**src/rtl/polirv_mem_pkg.sv**
```systemverilog
// Shared types and constants for the polirv memory arbiter.
package polirv_mem_pkg;

  typedef enum logic [1:0] {
    ST_IDLE   = 2'd0,
    ST_ACCESS = 2'd1,
    ST_RESP   = 2'd2,
    ST_ERR    = 2'd3
  } arb_state_e;

  // Requester select: fetch side or data side.
  localparam logic SEL_I = 1'b0;
  localparam logic SEL_D = 1'b1;

  localparam int ADDR_BITS_DEF   = 6;
  localparam int TIMEOUT_CYC_DEF = 15;

endpackage

```
**src/rtl/arb_timeout_counter.sv**
```systemverilog
// Bus timeout counter: clears while idle, counts stalled cycles, flags the last allowed one.
module arb_timeout_counter #(
  parameter int TIMEOUT_CYC = 15
) (
  input  logic clk,
  input  logic rst,
  input  logic clr,
  input  logic en,
  output logic tc
);

  localparam int CW = $clog2(TIMEOUT_CYC + 1);
  localparam logic [CW-1:0] LAST = CW'(TIMEOUT_CYC - 1);

  logic [CW-1:0] cnt;

  // Count stalled cycles; hold at the terminal value so the compare never wraps.
  always_ff @(posedge clk) begin
    if (rst || clr) begin
      cnt <= '0;
    end else if (en && (cnt != LAST)) begin
      cnt <= cnt + 1'b1;
    end
  end

  assign tc = (cnt == LAST);

endmodule

```
**src/rtl/polirv_mem_arbiter.sv**
```systemverilog
// Round-robin arbiter sharing one 64-bit memory between instruction fetch and data access.
//
// state  | meaning
// IDLE   | waiting for a request; grant happens here
// ACCESS | memory strobe active, waiting for m_ready or timeout
// RESP   | ack pulse for the granted side with captured read data
// ERR    | ack pulse plus bus_err, read data forced to zero
module polirv_mem_arbiter
  import polirv_mem_pkg::*;
#(
  parameter int ADDR_BITS   = ADDR_BITS_DEF,
  parameter int TIMEOUT_CYC = TIMEOUT_CYC_DEF
) (
  input  logic                 clk,
  input  logic                 rst,
  input  logic                 i_req,
  input  logic [ADDR_BITS-1:0] i_addr,
  output logic                 i_ack,
  output logic [31:0]          i_data,
  input  logic                 d_req,
  input  logic                 d_we,
  input  logic [ADDR_BITS-1:0] d_addr,
  input  logic [63:0]          d_wdata,
  output logic                 d_ack,
  output logic [63:0]          d_rdata,
  output logic                 m_en,
  output logic                 m_we,
  output logic [ADDR_BITS-1:0] m_addr,
  output logic [63:0]          m_wdata,
  input  logic [63:0]          m_rdata,
  input  logic                 m_ready,
  output logic                 bus_err,
  output logic                 busy
);

  arb_state_e           state_q, state_d;
  logic                 sel_q;
  logic                 we_q;
  logic [ADDR_BITS-1:0] addr_q;
  logic [63:0]          wdata_q;
  logic                 last_q;
  logic [31:0]          i_data_q;
  logic [63:0]          d_rdata_q;

  logic grant;
  logic grant_sel;
  logic tmo_tc;
  logic in_access;
  logic in_ack;

  assign in_access = (state_q == ST_ACCESS);
  assign in_ack    = (state_q == ST_RESP) || (state_q == ST_ERR);

  arb_timeout_counter #(
    .TIMEOUT_CYC (TIMEOUT_CYC)
  ) u_tmo (
    .clk (clk),
    .rst (rst),
    .clr (!in_access),
    .en  (in_access && !m_ready),
    .tc  (tmo_tc)
  );

  // Next-state and grant decision; on a tie the side that did not win last time goes first.
  always_comb begin
    state_d   = state_q;
    grant     = 1'b0;
    grant_sel = SEL_I;
    case (state_q)
      ST_IDLE: begin
        if (i_req || d_req) begin
          grant   = 1'b1;
          state_d = ST_ACCESS;
          if (i_req && d_req) begin
            grant_sel = (last_q == SEL_I) ? SEL_D : SEL_I;
          end else begin
            grant_sel = d_req ? SEL_D : SEL_I;
          end
        end
      end
      ST_ACCESS: begin
        if (m_ready) begin
          state_d = ST_RESP;
        end else if (tmo_tc) begin
          state_d = ST_ERR;
        end
      end
      ST_RESP: state_d = ST_IDLE;
      ST_ERR:  state_d = ST_IDLE;
      default: state_d = ST_IDLE;
    endcase
  end

  // State register, request latches and response capture.
  always_ff @(posedge clk) begin
    if (rst) begin
      state_q   <= ST_IDLE;
      sel_q     <= SEL_I;
      we_q      <= 1'b0;
      addr_q    <= '0;
      wdata_q   <= '0;
      last_q    <= SEL_I;
      i_data_q  <= '0;
      d_rdata_q <= '0;
    end else begin
      state_q <= state_d;
      if (grant) begin
        sel_q  <= grant_sel;
        last_q <= grant_sel;
        if (grant_sel == SEL_D) begin
          we_q    <= d_we;
          addr_q  <= d_addr;
          wdata_q <= d_wdata;
        end else begin
          we_q    <= 1'b0;
          addr_q  <= i_addr;
          wdata_q <= '0;
        end
      end
      // Stores leave the load data register untouched.
      if (in_access && m_ready) begin
        if (sel_q == SEL_I) begin
          i_data_q <= addr_q[2] ? m_rdata[63:32] : m_rdata[31:0];
        end else if (!we_q) begin
          d_rdata_q <= m_rdata;
        end
      end
    end
  end

  // Outputs decoded from state and latches; memory bus is quiet outside ACCESS.
  always_comb begin
    m_en    = in_access;
    m_we    = in_access && (sel_q == SEL_D) && we_q;
    m_addr  = in_access ? addr_q : '0;
    m_wdata = in_access ? wdata_q : '0;
    i_ack   = in_ack && (sel_q == SEL_I);
    d_ack   = in_ack && (sel_q == SEL_D);
    bus_err = (state_q == ST_ERR);
    busy    = (state_q != ST_IDLE);
    i_data  = (state_q == ST_ERR) ? 32'd0 : i_data_q;
    d_rdata = (state_q == ST_ERR) ? 64'd0 : d_rdata_q;
  end

endmodule

```
**config.mk**
```make
export PLATFORM = sky130hd
export DESIGN_NAME = polirv_mem_arbiter
export DESIGN_NICKNAME = d
export VERILOG_FILES = /design/src/rtl/polirv_mem_pkg.sv /design/src/rtl/arb_timeout_counter.sv /design/src/rtl/polirv_mem_arbiter.sv
export SDC_FILE = /design/constraint.sdc
export NUM_CORES = 1
export LEC_CHECK = 0
export CAP_MARGIN = 5
export CORE_AREA = 2 2 134 136
export DETAILED_ROUTE_END_ITERATION = 10
export DIE_AREA = 0 0 136 138
export PLACE_DENSITY_LB_ADDON = 0.12
export RECOVER_POWER = 50
export SYNTH_ARGS = -nofsm -noshare
export SYNTH_HDL_FRONTEND = slang
export SYNTH_HIERARCHICAL = 1
export SYNTH_SLANG_ARGS = --single-unit
```
**constraint.sdc**
```tcl
create_clock -name clk -period 3.1 [get_ports clk]
set_input_delay 0.62 -clock clk [delete_from_list [all_inputs] [get_ports clk]]
set_output_delay 0.62 -clock clk [all_outputs]
set_load 0.01 [all_outputs]
```
== Word-level counts from Yosys, hierarchy flattened ==
Cells that the tools add are included.

* $add $sub $neg: 1
* Multipliers: 0
* Divide/modulo/power cells: 0
* $lt $le $gt $ge: 0
* Equal/unequal tests: 7
* Shift-type cells: 0
* Muxes and demuxes: 19
* Bitwise gates (word level): 2
* Reductions and logical operators: 19

{| class="wikitable"
|+ Operators with widths
! kind !! number
|-
| two-way mux 64 bit || 3
|-
| two-way mux 32 bit || 2
|-
| two-way mux 6 bit || 2
|-
| logical AND 1 bit || 8
|-
| two-way mux 1 bit || 8
|-
| two-way mux 2 bit || 3
|-
| one-hot mux 2 bit (3 select lines) || 1
|-
| adder 4 x 1 -> 4 bit (second input constant) || 1
|-
| equality test 2 bit (second input constant) || 2
|-
| equality test 4 bit (second input constant) || 1
|-
| inequality test 4 bit (second input constant) || 1
|-
| AND reduction 2 bit || 2
|-
| logical OR 1 bit || 3
|-
| inequality test 3 bit (second input constant) || 1
|-
| AND reduction 3 bit || 1
|-
| equality test 2 x 1 -> 1 bit (second input constant) || 1
|-
| logical NOT 1 bit || 2
|-
| logical NOT 2 bit || 1
|-
| inequality test 2 bit (second input constant) || 1
|-
| NOT 1 bit || 2
|-
| nonzero test 2 bit || 1
|-
| OR reduction 2 bit || 1
|}

* Bits in registers: 174
* Bits in latches: 0
* RAM bits: 0
* ROM bits: 0
* Output and inout bits: 172
* Word-level logic and storage cells: 56
* Memories kept: 0

== Logic depth before layout (Yosys ltp) ==
* Depth after elaboration: 5
* Depth in mapped cells: 7
* Mapped depth without buffers: 6

== Modules after synthesis ==
The synthesis kept the hierarchy.

{| class="wikitable"
|+ By module, submodules not included
! module !! times used !! cells an instance !! area each (um2)
|-
| polirv_mem_arbiter || 1 || 809 || 7,830.0
|-
| arb_timeout_counter || 1 || 24 || 216.5
|}

== Worst setup path after synthesis ==
No wires, ideal clock.

* Path kind: reg-to-output
* Start: register state_q[0]
* End: output port m_wdata[54]
* Data arrival time: 1,214 ps
* Required time: 2,480 ps
* Path slack: 1,266 ps
* Cell stages (with the launch flop): 5
* Path buffers: 2
* Cells stage by stage: dfxtp_1 -> nor2b_1 -> buf_2 -> clkbuf_1 -> and2_1

* Cells in the longest elaborated chain, start to end: 2

{| class="wikitable"
|+ RTL lines
! item !! RTL line !! source
|-
| start: declaration || polirv_mem_arbiter.sv:36 || <nowiki>arb_state_e state_q, state_d;</nowiki>
|-
| start signal: assignment || polirv_mem_arbiter.sv:106 || <nowiki>state_q <= state_d;</nowiki>
|-
| equality test 2 x 1 -> 1 bit || polirv_mem_arbiter.sv:51 || <nowiki>assign in_access = (state_q == ST_ACCESS);</nowiki>
|-
| named net m_en || polirv_mem_arbiter.sv:26 || <nowiki>output logic m_en,</nowiki>
|-
| two-way mux 64 bit || polirv_mem_arbiter.sv:136 || <nowiki>m_wdata = in_access ? wdata_q : '0;</nowiki>
|-
| end: declaration || polirv_mem_arbiter.sv:29 || <nowiki>output logic [63:0] m_wdata,</nowiki>
|}

The timed path passes the listed nets, and every way through them passes these cells.

== Final worst setup path ==
* Start: register state_q[0]
* End: output port m_wdata[26]

* Cells in the longest elaborated chain, start to end: 2

{| class="wikitable"
|+ RTL lines
! item !! RTL line
|-
| equality test 2 x 1 -> 1 bit || polirv_mem_arbiter.sv:51
|-
| two-way mux 64 bit || polirv_mem_arbiter.sv:136
|}

No other way between the ends.

==> out/metrics.yaml <==
synthAdderAreaFrac_pct: 0.3110
async_flop_share_pct: 0
power_frac_clock_pct: 37.9
required_ps: 2480
critPathKind: "reg -> out"
via_per_inst: 4.884
grt_use_total_pct: 22.83
finalPower_w: 0.005251
first_pass_iters: 4
startpoint_type: "flop"
drive_above_1_share_pct: 4.537
ir_worst_vdd_mv: 0.3836
crit_start: "state_q[0]"
timing.fmax_mhz: 347.1
fin_util_pct: 67.21
cp-end-kind: "primary output"
detail-route-antenna-nets: 0
p_int_w: 0.003963
synth_top_flop_cell: "dfxtp_1"
fin_setup_tns_ps: 0
rows: 49
r2r_slack_ps: 390
synth_area_sq_mm: 0.008046
drv_slew: 0
htreeDepth: 4
combPwrFrac_pct: 16.1
place_hpwl_microns: 15160
yosys.area.top_type: "dfxtp_1"
grt_max_degree: 107
critical_path_arrival_ps: 2260
synth_warnings: 6
nets: 1259
pin_count: 318
switching_share_pct: 24.52
rsz0062_at_grt: "no"
drt-wirelength-per-cell_microns: 15.97
area_growth_pct: 46.46
finalSetupViolCount: 0
worstSkewPairLatency_ps: 420
cts_resized: 0
path_clk_slew_ps: 60
drt-initial-drc-count: 322
synth_edf_count: 0
fp.dieH_microns: 138
synth-simple-area-share_pct: 26.93
p_leak_nw: 4.340
grt_pass1_vias: 6531
final.min_clock_period_ps: 2881
synth.area.mux_share_pct: 11.94
ys_top_cells_by_area: "dfxtp_1 (43%), and2_1 (13%), mux2i_1 (12%)"
outcome: "completed"
dr_total_vias: 6608
worst_pin_slew_ps: 1317
yosysMostFrequentCell: "dfxtp_1"
critPathMaxFanout: 62
hp-class: "reg -> reg"
slew_headroom_pct: 12.23
r2r-start: "state_q[0]"
grt_overflow: 0
ff2ff_path_depth: 5
fillers: 1441
seq_power_share_pct: 45.9
cts_buffer_depth: 2
synth_commonest_cells: "dfxtp_1 (174), and2_1 (167), nand2b_1 (128)"
post-route-drc-count: 0
crit_end: "m_wdata[26]"
placedInstanceArea_sq_mm: 0.01129
ys_ff_latch: 174
hold_buffers: 0
fp.dieW_microns: 136
place_congestion: 0.7762
synth_nets: 981
cap_violations: 0
synth_compound_area_share_pct: 12.24
synth_top_family_by_area: "simple AND/OR/NAND/NOR gates"
post_cts_buffers: 0
yosys.area.top_type_share_pct: 43.29
syn_avg_cell_area_sq_um: 9.660
synth-seq-area-share_pct: 43.29
core_sq_mm: 0.01753
fin_crit_sh_pct: 92.93
dieArea_sq_mm: 0.01877
cts_buffers: 17
synth_cells: 833
ys_types: 38
cts.sinks: 174
start_util_pct: 45.89
grt_antenna_before_repair: 0
power.switching_w: 0.001288
holdWs_ps: 467.0
n_antenna_cell: 0
synth_xor_area_share_pct: 0
cts_tree: "done"
cellPowerDensity_mw_per_mm2: 445.5
final_design_area_no_fill_sq_mm: 0.01179
clock_skew_ps: 9.256
wl_microns: 21600
regToRegEndpoint: "d_rdata_q[33]"
port_buffers: 317
grt_pass1_wl_microns: 34090
root_buffer: "clkbuf_16"
final_hold_viol_count: 0
[cell type report]
| class | count | area [sq um] | share of cell area, % |
|---|---|---|---|
| multi-input combinational | 584 | 4159 | 35.29 |
| timing repair buffer | 329 | 3289 | 27.91 |
| inverter | 5 | 18.77 | 0.1593 |
| clock buffer | 23 | 457.9 | 3.886 |
| sequential | 174 | 3485 | 29.57 |
| clock inverter | 9 | 88.84 | 0.7538 |
| tap | 229 | 286.5 | 2.431 |
[stage by stage]
| stage | setup WS (ps) | instances |
|---|---|---|
| CTS | 205.9 | 1353 |
| finish | 219.1 | 1353 |
| global route | 105.6 | 1353 |
| floorplan | 1266 | 833 |
| global placement | 720.7 | 1321 |
| detailed placement | 666.9 | 1321 |
[metal layers]
| metal | track usage [%] | wire [microns] |
|---|---|---|
| met2 | 38.67 | 10400 |
| met3 | 7.224 | 1590 |
| met1 | 26.93 | 9074 |
| met4 | 8.333 | 541 |
| met5 | 0 | 0 |
[critical path: stages, from the launching register on]
cell and delay (ps):
dfxtp_1 460, nor2b_4 360, buf_12 250, and2_1 180
clkdlybuf4s50_1 560
[cell usage in the layout, fill, tap and decap left out, drive strengths merged]
| master | instances |
|---|---|
| nand3 | 3 |
| a21oi | 10 |
| nor4 | 1 |
| a311oi | 6 |
| a21o | 1 |
| and4b | 1 |
| nand4 | 1 |
| a21boi | 2 |
| a2111oi | 1 |
| clkinvlp | 3 |
| clkdlybuf4s50 | 312 |
| and2 | 167 |
| bufinv | 1 |
| nor3 | 2 |
| inv | 5 |
| nand2 | 15 |
| o21ai | 2 |
| and3 | 1 |
| dlygate4sd3 | 4 |
| nand2b | 128 |
| nor2b | 2 |
| ha | 2 |
| o41ai | 1 |
| a211oi | 32 |
| nor2 | 41 |
| clkbuf | 30 |
| a22o | 65 |
| a21bo | 1 |
| or2 | 1 |
| dfxtp | 174 |
| o211ai | 1 |
| mux2i | 96 |
| and4bb | 1 |
| clkinv | 5 |
| buf | 6 |
[state kept, by name, summed over array words and instances, names as in the netlist]
signal / count
addr_q: 6
d_rdata_q: 64
i_data_q: 32
last_q: 1
state_q: 2
u_tmo/cnt: 4
wdata_q: 64
we_q: 1
[how the worst min path moves through the flow]
stage / from / to / slack [ps] / depth (start not counted)
4_1_cts: d_rdata_q[62] / d_rdata_q[62] / 470 / 2
5_1_grt: d_rdata_q[39] / d_rdata_q[39] / 490 / 2
3_3_place_gp: wdata_q[38] / wdata_q[38] / 450 / 1
2_1_floorplan: wdata_q[0] / wdata_q[0] / 440 / 1
6_report: d_rdata_q[62] / d_rdata_q[62] / 470 / 2
3_5_place_dp: d_rdata_q[14] / d_rdata_q[14] / 460 / 2
[power by group through the flow]
| stage | clock network (W) | registers, W | logic, W |
|---|---|---|---|
| after global placement | 0 | 0.00246 | 0.000845 |
| after floorplan | 0 | 0.00243 | 0.000452 |
| final | 0.00199 | 0.00241 | 0.000848 |
| after global routing | 0.00214 | 0.00242 | 0.000921 |
| after detailed placement | 0 | 0.00246 | 0.000859 |
| after CTS | 0.00203 | 0.00241 | 0.000862 |
[cell families after synthesis]
group	count (synthesis)
and+or+nand+nor	364
DFF	174
AOI/OAI and AO/OA	122
muxes	96
buffers and inverters	75
adders and majority gates	2
Power figures use the tool's default switching activity.
